`config.mk`:
```
export PLATFORM = sky130hd
export DESIGN_NAME = mt_rand_stream
export DESIGN_NICKNAME = d
export VERILOG_FILES = /design/src/rtl/mt_rand_stream.sv
export SDC_FILE = /design/constraint.sdc
export NUM_CORES = 2
export LEC_CHECK = 0
export BUFFER_PORTS_ARGS = -buffer_cell sky130_fd_sc_hd__clkbuf_2
export CORE_MARGIN = 2
export CORE_UTILIZATION = 50
export CTS_CLUSTER_SIZE = 10
export DETAILED_ROUTE_END_ITERATION = 10
export GPL_ROUTABILITY_DRIVEN = 0
export GPL_TIMING_DRIVEN = 0
export PLACE_DENSITY = 0.72
export SYNTH_ARGS = -nofsm -noshare
export SYNTH_HDL_FRONTEND = slang
export SYNTH_SLANG_ARGS = --single-unit
```
`constraint.sdc`:
```
create_clock -name clk -period 9 [get_ports clk]
set_input_delay 0.45 -clock clk [delete_from_list [all_inputs] [get_ports clk]]
set_output_delay 0.45 -clock clk [all_outputs]
set_load 0.1 [all_outputs]
```
`src/rtl/mt_rand_stream.sv`:
```
// Pulls words from the Mersenne-twister generator, optionally scales them into [0, bound),
// and queues them in a first-word-fall-through FIFO behind a valid/ready stream.
module mt_rand_stream #(
  parameter int DEPTH = 8,
  parameter int CNT_W = $clog2(DEPTH) + 1
) (
  input  logic             clk,
  input  logic             rst,
  input  logic             en,
  input  logic [31:0]      bound,
  output logic             gen_trig,
  input  logic [31:0]      gen_num,
  input  logic             gen_ready,
  input  logic             gen_last,
  output logic [31:0]      m_data,
  output logic             m_valid,
  input  logic             m_ready,
  output logic [CNT_W-1:0] count,
  output logic             stall
);

  localparam int               PTR_W      = $clog2(DEPTH);
  localparam logic [CNT_W:0]   DEPTH_WIDE = (CNT_W+1)'(DEPTH);
  localparam logic [CNT_W-1:0] DEPTH_CNT  = CNT_W'(DEPTH);

  logic             accValid_q, accValid_d;
  logic             capValid_q, capValid_d;
  logic [31:0]      capWord_q, capWord_d;
  logic [31:0]      capBound_q, capBound_d;
  logic [PTR_W-1:0] wrPtr_q, wrPtr_d;
  logic [PTR_W-1:0] rdPtr_q, rdPtr_d;
  logic [CNT_W-1:0] count_q, count_d;
  logic             stall_q, stall_d;
  logic             lastWait_q, lastWait_d;
  logic [31:0]      mem_q [DEPTH];

  logic [1:0]       pending;
  logic [CNT_W:0]   inFlight;
  logic             accept;
  logic             push;
  logic             pop;
  logic [31:0]      result;

  // Words already accepted still need a FIFO slot, so they count against the free space.
  always_comb begin
    pending  = {1'b0, accValid_q} + {1'b0, capValid_q};
    inFlight = {1'b0, count_q} + {{(CNT_W-1){1'b0}}, pending};
    gen_trig = en && gen_ready && !rst && (inFlight < DEPTH_WIDE);
    accept   = gen_trig && gen_ready;
    m_valid  = (count_q != '0);
    push     = capValid_q;
    pop      = m_valid && m_ready;
    m_data   = m_valid ? mem_q[rdPtr_q] : '0;
    count    = count_q;
    stall    = stall_q;
    if (capBound_q == '0) begin
      result = capWord_q;
    end else begin
      result = 32'((64'(capWord_q) * 64'(capBound_q)) >> 32);
    end
  end

  always_comb begin
    accValid_d = accept;
    capValid_d = accValid_q;
    capWord_d  = capWord_q;
    capBound_d = capBound_q;
    wrPtr_d    = wrPtr_q + PTR_W'(push);
    rdPtr_d    = rdPtr_q + PTR_W'(pop);
    count_d    = count_q;
    stall_d    = en && !gen_ready;
    lastWait_d = lastWait_q;
    if (accValid_q) begin
      capWord_d  = gen_num;
      capBound_d = bound;
    end
    if (push && !pop) begin
      count_d = count_q + CNT_W'(1);
    end else if (pop && !push) begin
      count_d = count_q - CNT_W'(1);
    end
    if (!gen_ready) begin
      lastWait_d = 1'b0;
    end
    if (accept && gen_last) begin
      lastWait_d = 1'b1;
    end
  end

  always_ff @(posedge clk) begin
    if (rst) begin
      accValid_q <= 1'b0;
      capValid_q <= 1'b0;
      capWord_q  <= '0;
      capBound_q <= '0;
      wrPtr_q    <= '0;
      rdPtr_q    <= '0;
      count_q    <= '0;
      stall_q    <= 1'b0;
      lastWait_q <= 1'b0;
    end else begin
      accValid_q <= accValid_d;
      capValid_q <= capValid_d;
      capWord_q  <= capWord_d;
      capBound_q <= capBound_d;
      wrPtr_q    <= wrPtr_d;
      rdPtr_q    <= rdPtr_d;
      count_q    <= count_d;
      stall_q    <= stall_d;
      lastWait_q <= lastWait_d;
      assert (!(push && !pop && count_q == DEPTH_CNT))
        else $error("mt_rand_stream: push into a full FIFO");
      assert (!(lastWait_q && gen_trig && !gen_ready))
        else $error("mt_rand_stream: trigger while generator is regenerating");
    end
  end

  // Storage is not reset; m_data is forced to zero whenever the FIFO is empty.
  always_ff @(posedge clk) begin
    if (push) begin
      mem_q[wrPtr_q] <= result;
    end
  end

endmodule

```
==> summary.txt <==
GR Overflow Total: 0
CP most frequent cell: fa_1
critical path data required time: 9.28 ns
drt pass-1 iters: 9
setup tns final: 0 ns
Fin. Hold Viols: 0
fillcell total: 7665
DRC violations left: 0
DR vias/cell: 5.86
worst-skew pair later-pin latency: 0.65 ns
max-slew violation count: 11
post-synthesis net count: 5644
CP Data Arrival Time: 9.19 ns
Post-Route Skew: 0.0934 ns
register area: 9270 um2
Post-synth top flop: edfxtp_1
largest net degree at the start of global routing: 24
width of the chip: 307 um
Initial Util: 50.6%
Root Driver: clkbuf_16
CP Launch Type: flip-flop
Int Pwr: 3.22 mW
combinational power share: 41.3%
Clock Sinks: 333
DPL Wire Length: 122 mm
Synth top area share: 39.2%
post-route setup slack: 0.0876 ns
Vias: 33900
Mean Syn Cell Area: 10.4 um2
CP peak stage delay: 0.74 ns
#FFs+latches synth: 333
number of I/O port buffers: 107
kind of critical path: flip-flop to flip-flop
Syn Inst Count: 4410
CP max stage cell: dfxtp_1
Die ar.: 94000 um2
cells along the critical path: clkbuf_2 > and2_1 > fa_1 > inv_1 > fa_1 > fa_1 > fa_1 > inv_1 > fa_1 > inv_1 > fa_1 > inv_1 > fa_1 > fa_1 > ha_1 > nand2_1 > or4_1 > a21oi_1 > o41ai_1 > a2111o_1 > nand4_1 > a21oi_1 > xor2_1 > a21oi_1
ys async rst share: 0%
Routed WL per cell: 26.7 um
area of the multi-input gates: 32500 um2
hold slack: 0.0398 ns
number of CTS-inserted buffers: 41
Worst Tran Pin Value: 1.52 ns
Ports: 109
fmax: 0.112 GHz
status: finished, violations left
vias in the first global route: 35600
top cell type by total area after synthesis: fa_1
Peak supply drop: 247 uV
Clock transition at path regs: 0.08 ns
RSZ-0062 raised after global routing: no
CTS tree: built
Tcrit/Tclk final: 99.0%
Layout Cell Area excl Fill: 49600 um2
Pwr Density: 117 nW/um2
net switching power: 2.60 mW
clock share of power: 26.7%
antenna violations before repair: 16
sw frac: 44.7%
failing checks: capacitance limit, slew limit
final WL: 154 mm
max-cap violation count: 1
global-route wire length before repair: 229 mm
Top delay family on crit path: adder cells
endpoints failing setup: 0
CTS Hold Bufs: 0
First DRT Iteration DRCs: 4362
Slew HR: -1.27%
Leak: 23.1 nW
FP Rows: 110
number of flops mapped to enable cells by yosys: 256
CTS H-tree lvls: 2
Setup crit end kind: flip-flop
Routed Antenna Nets: 0
Core Area: 90400 um2
placed inst area: 48100 um2
All-Layer GR Usage: 33.7%
Post-Place Worst Slack: -1.11 ns
total power: 5.81 mW
critical path buffer and inverter count: 5
Seq pwr share: 32.0%
Seq/Total Area, Yosys: 20.2%
Distinct cells, synth: 62
Area Growth Syn to Fin: 8.42%
worst min path class: primary input to flip-flop
post-layout net count: 5805
crit path time final: 8.91 ns
area of the mapped netlist: 45800 um2
yosys warns: 0
Max Root-Sink Buffers: 3
critical path fanouts, max: 10
share of cells above drive strength 1: 9.42%
Die Ht: 307 um
top cells by area, synth: fa_1 (39%), edfxtp_1 (17%), and2_1 (8.1%), ha_1 (7.3%), inv_1 (7.1%)
[cells in the final DEF, fill, tap and decap left out, types with 5 or more instances in the layout]
cell type / netlist / final
o211ai_1: 7 / 7
o21a_1: 6 / 6
xor2_1: 11 / 11
nor2_4: 0 / 6
buf_1: 17 / 17
diode_2: 0 / 13
nor3_1: 11 / 9
clkbuf_16: 0 / 41
dfxtp_1: 77 / 50
dfxtp_2: 0 / 26
buf_6: 0 / 6
a21oi_1: 102 / 94
a31oi_1: 7 / 7
fa_1: 896 / 896
a21o_1: 20 / 20
nand4_1: 22 / 22
xnor2_1: 26 / 26
a21oi_2: 2 / 9
or3_1: 5 / 5
nor2_1: 170 / 164
clkbuf_2: 0 / 222
edfxtp_1: 256 / 256
o21bai_1: 7 / 7
mux2i_1: 97 / 97
and3_1: 9 / 9
nand2_1: 490 / 490
nor4_1: 14 / 12
ha_1: 268 / 268
and2_1: 594 / 594
mux4_2: 64 / 64
nor2b_1: 12 / 12
clkbuf_4: 0 / 7
o21ai_0: 46 / 43
inv_1: 862 / 862
clkbuf_1: 228 / 107
nand2b_1: 7 / 7
buf_2: 2 / 15
nand3_1: 17 / 17
[power groups by stage]
| stage | logic, mW | registers (mW) | clock network [mW] |
|---|---|---|---|
| floorplan | 1.68 | 1.90 | 0 |
| global placement | 2.31 | 1.88 | 0 |
| detailed placement | 2.35 | 1.88 | 0 |
| CTS | 2.37 | 1.85 | 1.57 |
| global route | 2.51 | 1.86 | 1.62 |
| finish | 2.40 | 1.86 | 1.55 |
[cell families after synthesis]
logic type	Yosys count	share of synthesized area, %
simple gates	1371	15.1
fa+ha+maj	1164	46.5
buf+inv	1109	9.10
flops	333	20.2
compound gates	234	3.11
mux	162	5.29
xor+xnor	37	0.708
[metrics by stage]
step	instances	util (%)
after floorplan	4410	-
after global placement	5693	52.9
after detailed placement	5706	53.2
after CTS	5773	54.7
after global routing	5775	54.9
final	5786	54.9
[layer usage]
metal | track usage [%] | up-vias | part of all wire [%]
li1 | - | 13800 | -
met1 | 43.1 | 17000 | 36
met2 | 49.7 | 2426 | 42
met3 | 12.3 | 625 | 14
met4 | 18.5 | 12 | 6.9
met5 | 1.09 | - | 0.074
[final cells by class]
class	count	share of cell area, %
Timing Repair Buffer	121	1.56
Buffer	244	2.25
Antenna cell	13	0.0655
Multi-Input combinational cell	2968	65.5
Clock inverter	7	0.197
Clock buffer	62	2.27
Tap cell	1176	2.96
Inverter	862	6.52
Sequential cell	333	18.7
[state kept, by name (all words and copies together), names as in the netlist]
register,count
wrPtr_q,3
capWord_q,32
stall,1
mem_q,256
capBound_q,32
rdPtr_q,3
capValid_q,1
accValid_q,1
count,4
[synth_stat cells, types with 3 or more instances]
| library cell | instances |
|---|---|
| nor3b_1 | 3 |
| a41o_1 | 3 |
| dfxtp_1 | 77 |
| o21ai_0 | 46 |
| o211ai_1 | 7 |
| nand2_1 | 490 |
| nor2b_1 | 12 |
| a31oi_1 | 7 |
| nand2b_1 | 7 |
| or3_1 | 5 |
| clkbuf_1 | 228 |
| edfxtp_1 | 256 |
| nor4b_1 | 3 |
| fa_1 | 896 |
| nand4_1 | 22 |
| mux4_2 | 64 |
| and4_1 | 3 |
| a211oi_1 | 4 |
| ha_1 | 268 |
| inv_1 | 862 |
| a21oi_1 | 102 |
| or4_1 | 3 |
| and3_1 | 9 |
| buf_1 | 17 |
| o21bai_1 | 7 |
| and2_1 | 594 |
| nand3_1 | 17 |
| xnor2_1 | 26 |
| mux2i_1 | 97 |
| a21o_1 | 20 |
| o21a_1 | 6 |
| nor2_1 | 170 |
| nor4_1 | 14 |
| xor2_1 | 11 |
| o31ai_1 | 3 |
| nor3_1 | 11 |
| a21boi_0 | 4 |
[tightest hold or removal path, cell delays in order]
cell	delay, ns
clkbuf_2	0.08
mux2i_1	0.06
nor2_1	0.08
[worst paths after layout]
| kind | depth (start not counted) | slack, ns | startpoint | end |
|---|---|---|---|---|
| setup reg to reg | 24 | 0.09 | capBound_q[4] | mem_q[2][28] |
| hold reg to reg | 2 | 0.57 | count[3] | count[3] |
| setup / recovery | 24 | 0.09 | capBound_q[4] | mem_q[2][28] |
| hold / removal | 3 | 0.04 | bound[5] | capBound_q[5] |
[what timing repair did]
action	CTS	global route
gates resized for setup	88	209
hold endpoints to repair	0	0
setup buffers	0	1
cloned	0	0
endpoints found under the setup margin	228	179
pin swaps	0	1
No activity file was read; power rests on OpenSTA's default activity.
